`config.mk`:
```
export PLATFORM = sky130hd
export DESIGN_NAME = layer_argmax_reader
export DESIGN_NICKNAME = d
export VERILOG_FILES = /design/src/rtl/nn_pkg.sv /design/src/rtl/layer_argmax_reader.sv
export SDC_FILE = /design/constraint.sdc
export NUM_CORES = 1
export LEC_CHECK = 0
export CAP_MARGIN = 20
export CORE_MARGIN = 3
export CORE_UTILIZATION = 25
export CTS_CLUSTER_SIZE = 16
export DETAILED_ROUTE_END_ITERATION = 8
export GPL_TIMING_DRIVEN = 0
export HOLD_SLACK_MARGIN = 0.1
export PLACE_DENSITY = 0.52
export RECOVER_POWER = 25
export SETUP_SLACK_MARGIN = 0.15
export SLEW_MARGIN = 20
export SYNTH_ARGS = -nofsm -noshare
export SYNTH_HDL_FRONTEND = slang
export SYNTH_SLANG_ARGS = --single-unit
```
`constraint.sdc`:
```
create_clock -name clk -period 3.95 [get_ports clk]
set_clock_uncertainty 0.1 [all_clocks]
set_input_delay 0.79 -clock clk [delete_from_list [all_inputs] [get_ports clk]]
set_output_delay 0.79 -clock clk [all_outputs]
set_load 0.005 [all_outputs]
```
`src/rtl/nn_pkg.sv`:
```
// Shared constants and types for the classifier back end: class count, argmax FSM states,
// and the class-index type.
package nn_pkg;
  localparam int NUM_CLASSES = 10;
  localparam int IDX_BITS    = 4;

  typedef enum logic [1:0] {IDLE, SCAN, HOLD} argmax_state_e;
  typedef logic [IDX_BITS-1:0] class_idx_t;
endpackage

```
`src/rtl/layer_argmax_reader.sv`:
```
// Snapshots 10 signed neuron outputs on a layer_done rising edge, scans them for the maximum.
// class_valid rises 9 cycles after capture; it holds until class_ready, and edges seen while busy set overrun.
module layer_argmax_reader
  import nn_pkg::*;
#(
  parameter int IN_BITS     = 16,
  parameter int NUM_CLASSES = nn_pkg::NUM_CLASSES,
  parameter int IDX_BITS    = nn_pkg::IDX_BITS
) (
  input  logic                                  clk,
  input  logic                                  rstn,
  input  logic [NUM_CLASSES-1:0][IN_BITS:0]     data_in,
  input  logic                                  layer_done,
  input  logic                                  class_ready,
  output logic                                  class_valid,
  output logic [IDX_BITS-1:0]                   class_idx,
  output logic [IN_BITS:0]                      class_score,
  output logic                                  busy,
  output logic                                  overrun
);

  localparam logic [IDX_BITS-1:0] LAST_IDX = IDX_BITS'(NUM_CLASSES - 1);

  argmax_state_e                   state_q;
  logic [NUM_CLASSES-1:0][IN_BITS:0] buf_q;
  logic signed [IN_BITS:0]         best_score_q;
  logic [IDX_BITS-1:0]             best_idx_q;
  logic [IDX_BITS-1:0]             scan_idx_q;
  logic                            done_d_q;
  logic                            class_valid_q;
  logic [IDX_BITS-1:0]             class_idx_q;
  logic [IN_BITS:0]                class_score_q;
  logic                            busy_q;
  logic                            overrun_q;

  logic                            trigger;
  logic signed [IN_BITS:0]         cand;
  logic                            cand_gt;

  assign trigger = layer_done & ~done_d_q;
  assign cand    = buf_q[scan_idx_q];
  // Strict compare so equal maxima keep the lowest index.
  assign cand_gt = cand > best_score_q;

  always_ff @(posedge clk or negedge rstn) begin
    if (!rstn) begin
      state_q       <= IDLE;
      buf_q         <= '0;
      best_score_q  <= '0;
      best_idx_q    <= '0;
      scan_idx_q    <= '0;
      done_d_q      <= 1'b0;
      class_valid_q <= 1'b0;
      class_idx_q   <= '0;
      class_score_q <= '0;
      busy_q        <= 1'b0;
      overrun_q     <= 1'b0;
    end else begin
      done_d_q <= layer_done;
      // Edges outside IDLE are dropped, never replayed, including one coincident with the handshake.
      if (trigger && state_q != IDLE) begin
        overrun_q <= 1'b1;
      end
      case (state_q)
        IDLE: begin
          if (trigger) begin
            buf_q        <= data_in;
            best_score_q <= data_in[0];
            best_idx_q   <= '0;
            scan_idx_q   <= IDX_BITS'(1);
            busy_q       <= 1'b1;
            state_q      <= SCAN;
          end
        end
        SCAN: begin
          if (cand_gt) begin
            best_score_q <= cand;
            best_idx_q   <= scan_idx_q;
          end
          scan_idx_q <= scan_idx_q + 1'b1;
          if (scan_idx_q == LAST_IDX) begin
            class_idx_q   <= cand_gt ? scan_idx_q : best_idx_q;
            class_score_q <= cand_gt ? cand : best_score_q;
            class_valid_q <= 1'b1;
            busy_q        <= 1'b0;
            state_q       <= HOLD;
          end
        end
        HOLD: begin
          if (class_ready) begin
            class_valid_q <= 1'b0;
            state_q       <= IDLE;
          end
        end
        default: state_q <= IDLE;
      endcase
    end
  end

  assign class_valid = class_valid_q;
  assign class_idx   = class_idx_q;
  assign class_score = class_score_q;
  assign busy        = busy_q;
  assign overrun     = overrun_q;

endmodule

```
==> impl_results.md, run 1 <==
* Sequence of cells on the critical path: buf_2 > nand2b_1 > clkbuf_2 > clkbuf_4 > o221ai_2 > o31a_1 > ha_1 > a21o_1 > a2111o_1 > a21oi_2 > and3_2 > nor3_2 > buf_6 > a221o_1
* Peak per-stage delay on the critical path at 430 ps
* Setup CP Type: flop to flop
* Worst hold stages at 2
* Max-cap violation count at 1
* TritonCTS clock tree: yes
* Worst reg-to-reg setup slack at 240 ps
* Cell count of the worst reg-to-reg path at 14
* Number of clock buffers inserted by TritonCTS at 27
* Xor-xnor portion of the synthesized cell area at 0%
* Maximum clock path buffer count at 3
* Number of enable flip-flop cells after synthesis at 0
* Hold Crit Class: flop to flop
* Fraction of the mapped netlist area in compound gates at 11.3%
* Total of flip-flops plus latches after synthesis at 222
* Worst setup SP type: flop
* Share of final-layout standard cells stronger than drive strength 1 at 7.87%
* Router iterations before antenna repair at 6
* Tcrit/Tclk final at 93.9%
* Critical Path End Type: flop
* Yosys warnings at 0
* Fraction of synthesized area in multiplexers at 8.48%
* Adder-Cell Fraction of Synth Area at 2.26%
* Fraction of met1 tracks used by global routing at 24.0%
* Core area at 0.0412 mm^2
* Worst flop-to-flop path startpoint: scan_idx_q[0]$_DFFE_PN0P_
* Die width at 211 um
* Register area share after synthesis at 52.9%
* Global Route met3 Usage at 2.54%
* Most instantiated flip-flop cell in the synthesis netlist: sky130_fd_sc_hd__dfrtp_1
* Worst reg2reg endpoint: best_score_q[13]$_DFFE_PN0P_
* Worst IR drop on VDD at 0.374 mV
* Via count of the first global-routing pass at 9288
* Latest clock arrival within the worst-skew pair at 540 ps
* Mapped Nets at 1357
* Number of nets with antenna violations after routing at 0
* Endpoint of the worst hold-timing path: buf_q[144]$_DFFE_PN0P_
* Net count reported at finish at 1589
* Number of vias per cell at 4.63
* Routed length per instance at 19.4 um
* Share of synthesized registers carrying an async set or reset at 100%
* Port buffer count at 197
* Origin of the worst min-delay path: buf_q[144]$_DFFE_PN0P_
* Global routing's busiest layer: met2
* Row Count at 74
* Iteration-0 DRC count of the detailed router at 601
* Power density over cell area at 855 mW/mm^2
* Mean Syn Cell Area at 9.03 um^2
* Number of top-level pins at 198
* Final setup fails at 0
* Number of antenna violations at the first check in global routing at 1
* Library cells used by synthesis at 37
* Die Outline Area at 0.0445 mm^2
* Clock input transition at the sequential cells of the worst setup and hold paths at 60 ps
* Final count of pins violating max slew at 69
* Run status: finished, violations left
* Post-Route Utilization at 34.7%
* Actual slew at the worst max-slew pin at 1850 ps
* Req. time, crit path at 4250 ps
* Starting density of the core at 25.5%
* Min Tclk post-route at 3710 ps
* Area growth syn-to-layout at 35.9%
* Overall power at 12.2 mW
* Fmax at 270 MHz
* Global-route total usage across every layer at 16.6%
* CP max FO at 10
* Count of clock tree sinks at 222
* Unrepaired setup endpoints after global routing: true
* Detailed Route WL at 37700 um
* Share of synthesized cell area in and, or, nand and nor gates at 21.2%
* Die height at 211 um
* Static Leak at 6.73 nW
* First-pass GRT wire length at 56300 um
* Main combinational cell family by area after synthesis: simple AND/OR/NAND/NOR gates
* Remaining global-route overflow at 0
* CP Data Arrival Time at 4010 ps
* Post-detailed-route DRC marker count at 0
* Final Hold Fails at 0
* Cell area after synthesis at 0.0105 mm^2
* Cell count after synthesis at 1164
* Worst slew slack as a fraction of its limit at -23.4%
* Root cell of the clock tree: sky130_fd_sc_hd__clkbuf_16
* Global placer's final weighted congestion at 0.833
* Number of vias in the routed layout at 8991
* Slowest stage cell, crit path: sky130_fd_sc_hd__a2111o_1
* Met2 track utilization from global routing at 26.0%
* Failing checks: capacitance limit, slew limit
* Final HPWL DP at 29000 um
* # H-tree levels at 1
* Largest net degree at the start of global routing at 86
==> synth_stat cells (2+ instances only) <==
| master | number | area (um^2) |
|---|---|---|
| sky130_fd_sc_hd__a221o_1 | 16 | 160 |
| sky130_fd_sc_hd__nand2_1 | 476 | 1790 |
| sky130_fd_sc_hd__nand2b_1 | 7 | 43.8 |
| sky130_fd_sc_hd__nor3_1 | 2 | 10.0 |
| sky130_fd_sc_hd__nor3_2 | 2 | 20.0 |
| sky130_fd_sc_hd__o21ai_0 | 30 | 150 |
| sky130_fd_sc_hd__nand3_1 | 4 | 20.0 |
| sky130_fd_sc_hd__buf_2 | 16 | 80.1 |
| sky130_fd_sc_hd__a21o_1 | 17 | 128 |
| sky130_fd_sc_hd__inv_1 | 21 | 78.8 |
| sky130_fd_sc_hd__clkbuf_1 | 52 | 195 |
| sky130_fd_sc_hd__nand4_1 | 5 | 31.3 |
| sky130_fd_sc_hd__or2_2 | 2 | 12.5 |
| sky130_fd_sc_hd__o31ai_1 | 2 | 15.0 |
| sky130_fd_sc_hd__o22ai_1 | 17 | 106 |
| sky130_fd_sc_hd__a21oi_1 | 28 | 140 |
| sky130_fd_sc_hd__buf_1 | 6 | 22.5 |
| sky130_fd_sc_hd__a31oi_1 | 18 | 113 |
| sky130_fd_sc_hd__dfrtp_1 | 222 | 5560 |
| sky130_fd_sc_hd__and2_1 | 16 | 100 |
| sky130_fd_sc_hd__ha_1 | 19 | 238 |
| sky130_fd_sc_hd__buf_6 | 3 | 33.8 |
| sky130_fd_sc_hd__o221ai_1 | 17 | 149 |
| sky130_fd_sc_hd__o31a_1 | 16 | 140 |
| sky130_fd_sc_hd__mux2i_1 | 89 | 891 |
| sky130_fd_sc_hd__nor2_1 | 50 | 188 |
==> cell families (layout without fill, tap and decap cells) <==
kind of cell,count (synthesis),in the layout
multiplexers,89,89
buffers and inverters,99,346
AO/OA/AOI/OAI,169,169
adder cells (fa/ha/maj),19,19
flip-flops,222,222
AND/OR/NAND/NOR,566,566
other,0,1
==> worst max-delay path: cells and delay by family (launching register included) <==
family          cells  cell delay, ps
compound gates      6            1630
simple gates        3             370
flops               1             380
buf+inv             4             810
fa+ha+maj           1             280
==> stage by stage <==
step	cell area, um^2	hold WS (ps)	instances	TNS, ps	setup WS (ps)
after global routing	14300	390	1943	0	58.9
after floorplan	10500	345	1164	0	576
after detailed placement	13200	362	1895	-5040	-237
after CTS	14100	121	1941	0	154
final	14300	368	1944	0	242
after global placement	13100	357	1893	-1748870	-7890
==> flip-flops by register name, summed over array words and instances, names as in the netlist, 2 cells and up <==
name	cells
best_score_q	17
scan_idx_q	4
buf_q	170
class_idx	4
state_q	2
class_score	17
best_idx_q	4
==> area by class of cell <==
class / count / area, um^2
fill: 4255 / 26900
clock inverter: 3 / 21.3
buffer: 77 / 400
sequential: 222 / 5560
tap: 532 / 666
multi-input combinational: 843 / 4700
clock buffer: 41 / 798
antenna: 1 / 2.50
timing repair buffer: 204 / 2060
inverter: 21 / 78.8
==> placed cells by master, fill, tap and decap left out, types with 16 or more instances in the layout <==
cell type	count
sky130_fd_sc_hd__ha_1	19
sky130_fd_sc_hd__clkbuf_1	46
sky130_fd_sc_hd__a21o_1	17
sky130_fd_sc_hd__o22ai_1	17
sky130_fd_sc_hd__inv_1	21
sky130_fd_sc_hd__a31oi_1	18
sky130_fd_sc_hd__a221o_1	16
sky130_fd_sc_hd__mux2i_1	78
sky130_fd_sc_hd__and2_1	16
sky130_fd_sc_hd__o31a_1	16
sky130_fd_sc_hd__a21oi_1	28
sky130_fd_sc_hd__nor2_1	48
sky130_fd_sc_hd__clkdlybuf4s50_1	195
sky130_fd_sc_hd__clkbuf_16	27
sky130_fd_sc_hd__dfrtp_1	222
sky130_fd_sc_hd__nand2_1	476
sky130_fd_sc_hd__o21ai_0	30
==> repair_timing <==
item | 4_1_cts | 5_1_grt
hold buffers | 0 | 0
setup endpoints to repair | 42 | 42
resized for setup | 23 | 52
pin swaps | 1 | 1
setup buffers | 3 | 2
==> routing by layer <==
metal | wire [um] | vias to the layer above | share of wire, %
li1 | - | 4337 | -
met1 | 17800 | 4353 | 47
met2 | 17000 | 256 | 45
met3 | 1930 | 45 | 5.1
met4 | 914 | 0 | 2.4
met5 | 0 | - | 0
==> how the worst max path moves through the flow <==
stage | to | from | slack (ps) | cells after the start
2_1_floorplan | best_score_q[11]$_DFFE_PN0P_ | scan_idx_q[0]$_DFFE_PN0P_ | 580 | 14
3_3_place_gp | buf_q[22]$_DFFE_PN0P_ | rstn | -7890 | 1
3_5_place_dp | class_score[9]$_DFFE_PN0P_ | scan_idx_q[0]$_DFFE_PN0P_ | -240 | 14
4_1_cts | class_idx[1]$_DFFE_PN0P_ | scan_idx_q[1]$_DFFE_PN0P_ | 150 | 13
5_1_grt | best_idx_q[2]$_DFFE_PN0P_ | scan_idx_q[0]$_DFFE_PN0P_ | 60 | 14
6_report | best_score_q[13]$_DFFE_PN0P_ | scan_idx_q[0]$_DFFE_PN0P_ | 240 | 14
==> report_power, final <==
group | internal [mW] | switching, mW | leakage [nW] | total (mW)
logic | 2.49 | 3.39 | 3.59 | 5.88
clock network | 1.37 | 0.949 | 0.400 | 2.32
registers | 3.36 | 0.643 | 2.74 | 4.00
total | 7.22 | 4.98 | 6.73 | 12.2
(Power assumes the default switching activity.)
==> inputs of run 2 (changes only) <==
Settings changed: HOLD_SLACK_MARGIN 0.1 to 0.08.
==> results of run 2 <==
Same layout as run 1: the final DEF is identical, and so are final timing and power.
==> inputs of run 3 (changes only) <==
Settings changed: CORE_MARGIN 3 to 4.
==> run 3 against run 2 <==
The run still ends with capacitance limit, slew limit left; first-iteration DRC count increased by 1.7%; combinational power increased by 2%; clock power increased by 16%; highest routed layer is now met5; routed wire length increased by 0.52%; non-clock buffer count increased by 6; fmax increased by 0.50%.
==> impl_results.md, run 3 (synthesis gave the netlist of run 1 again) <==
* Run status: finished, violations left
* Failing checks: capacitance limit, slew limit
* Iteration-0 DRC count of the detailed router at 611
* Total met3 wirelength after detailed routing at 2260 um
* Unrepaired setup endpoints after global routing: false
* Number of nets with antenna violations after routing at 0
* Starting density of the core at 25.5%
* Cell count of the worst reg-to-reg path at 14
* Detailed-routing wirelength on met1 at 17500 um
* Min Tclk post-route at 3690 ps
* Origin of the worst min-delay path: buf_q[162]$_DFFE_PN0P_
* Worst reg-to-reg setup slack at 260 ps
* # H-tree levels at 1
* Share of power burned in combinational logic at 47.3%
* Maximum clock path buffer count at 3
* Psw at 5.06 mW
* Share of power burned in the clock network at 21.2%
* Hold Crit Class: flop to flop
* CP Data Arrival Time at 4010 ps
* Switching part of the total power at 40.1%
* Fmax at 271 MHz
* Final standard cell count with taps included and fillers excluded at 1954
* Number of top-level pins at 198
* Power density over cell area at 878 mW/mm^2
* Number of clock buffers inserted by TritonCTS at 27
* Number of inserted diodes at 0
* Die Outline Area at 0.0454 mm^2
* Port buffer count at 197
* TritonCTS clock tree: yes
* Post-detailed-route DRC marker count at 0
* Static Leak at 6.83 nW
* Worst hold slack at 374 ps
* Setup CP Type: flop to flop
* Count of clock tree sinks at 222
* Detailed Route WL at 37900 um
* Cell-internal power at 7.57 mW
* Worst IR drop on VDD at 0.405 mV
* Final count of pins violating max slew at 73
* Row Count at 74
* Die width at 213 um
* Largest net degree at the start of global routing at 82
* Via count of the first global-routing pass at 9232
* Max FFs per register at 170
* Final setup fails at 0
* Remaining global-route overflow at 0
* Routed length per instance at 19.4 um
* Count of hold buffers inserted by post-cts repair at 0
* Worst flop-to-flop path startpoint: scan_idx_q[0]$_DFFE_PN0P_
* Commonest non-fill, non-tap cell in the layout: sky130_fd_sc_hd__nand2_1
* Global-route total usage across every layer at 16.2%
* Final Hold Fails at 0
* Worst reg2reg endpoint: best_score_q[13]$_DFFE_PN0P_
* Commonest cells after routing, fill and taps aside: 476 x sky130_fd_sc_hd__nand2_1, 222 x sky130_fd_sc_hd__dfrtp_1, 195 x sky130_fd_sc_hd__clkdlybuf4s50_1
* CP max FO at 10
* Net count reported at finish at 1595
* Share of final-layout standard cells stronger than drive strength 1 at 8.37%
* Latest clock arrival within the worst-skew pair at 550 ps
* Die height at 213 um
* Worst setup SP type: flop
* Number of antenna violations at the first check in global routing at 1
* Router iterations before antenna repair at 5
* Placed instance count at 1895
* Tcrit/Tclk final at 93.4%
* Final HPWL DP at 29000 um
* Number of vias in the routed layout at 9023
* Worst hold stages at 2
* Clock input transition at the sequential cells of the worst setup and hold paths at 60 ps
* First-pass GRT wire length at 56200 um
* Actual slew at the worst max-slew pin at 1880 ps
* Req. time, crit path at 4270 ps
* Number of vias per cell at 4.62
* Max-cap violation count at 1
* Global placer's final weighted congestion at 0.838
* Endpoint of the worst hold-timing path: buf_q[162]$_DFFE_PN0P_
* Metal2 WL at 17200 um
* Core area at 0.0412 mm^2
* Root cell of the clock tree: sky130_fd_sc_hd__clkbuf_16
* Critical Path End Type: flop
* Register with the highest flop count: buf_q
* Area growth syn-to-layout at 37.0%
* Top layer reached by signal wires: met5
* Sequential Power Share at 31.5%
* Worst slew slack as a fraction of its limit at -25.5%
## run 3: stage by stage
stage	power, mW	worst slack [ps]	TNS (ps)	util, %	cell area (um^2)
after global routing	13.5	131	0	34.9	14400
after CTS	12.5	131	0	34.7	14300
after detailed placement	9.57	-269	-6140	32.1	13200
after floorplan	7.47	576	0	-	10500
after global placement	9.48	-7850	-1742210	31.9	13100
final	12.6	261	0	34.9	14400
## run 3: final cells by class
cell class              instances  area [um^2]
well taps                     532          666
plain buffers                  78          402
clock buffers                  37          763
clock inverters                12          191
inverters                      21         78.8
repair buffers                209         2080
multi-input cells             843         4660
flip-flops and latches        222         5560
fillers                      4249        26800
## run 3: worst max path at each step
| stage | start | end | cells past startpoint |
|---|---|---|---|
| finish | scan_idx_q[0]$_DFFE_PN0P_ | best_score_q[13]$_DFFE_PN0P_ | 14 |
| global route | scan_idx_q[0]$_DFFE_PN0P_ | best_score_q[14]$_DFFE_PN0P_ | 13 |
| CTS | scan_idx_q[1]$_DFFE_PN0P_ | best_score_q[15]$_DFFE_PN0P_ | 13 |
| detailed placement | scan_idx_q[0]$_DFFE_PN0P_ | class_score[11]$_DFFE_PN0P_ | 14 |
| global placement | rstn | buf_q[22]$_DFFE_PN0P_ | 1 |
| floorplan | scan_idx_q[0]$_DFFE_PN0P_ | best_score_q[11]$_DFFE_PN0P_ | 14 |
## run 3: power groups by stage
stage | Sequential [mW] | Clock, mW | Combinational (mW)
after CTS | 3.97 | 2.72 | 5.83
after global placement | 3.98 | 0 | 5.50
after detailed placement | 4.00 | 0 | 5.57
final | 3.98 | 2.68 | 5.98
after floorplan | 3.83 | 0 | 3.64
after global routing | 4.11 | 2.82 | 6.60
## run 3: repair_timing
| action | 4_1_cts | 5_1_grt |
|---|---|---|
| cloned | 0 | 0 |
| setup endpoints to repair | 42 | 42 |
| buffers inserted | 6 | 4 |
| pin swaps | 1 | 4 |
| resized for setup | 28 | 40 |
## run 3: worst max-delay path, stage by stage (launching register included)
cell and delay [ps]:
sky130_fd_sc_hd__dfrtp_1 400, sky130_fd_sc_hd__buf_4 180, sky130_fd_sc_hd__or2_2 290, sky130_fd_sc_hd__clkbuf_4 180, sky130_fd_sc_hd__buf_6 160, sky130_fd_sc_hd__o221ai_2 170, sky130_fd_sc_hd__o31a_1 270, sky130_fd_sc_hd__ha_1 270
sky130_fd_sc_hd__a21o_1 180, sky130_fd_sc_hd__a2111o_1 390, sky130_fd_sc_hd__a21oi_2 160, sky130_fd_sc_hd__and3_4 230, sky130_fd_sc_hd__nor3_4 60, sky130_fd_sc_hd__buf_6 160, sky130_fd_sc_hd__a221o_1 340
## run 3: routing by layer
metal,global-route usage [%],vias up
li1,-,4349
met1,23.0,4366
met2,25.7,257
met3,3.42,49
met4,3.75,2
met5,0,-
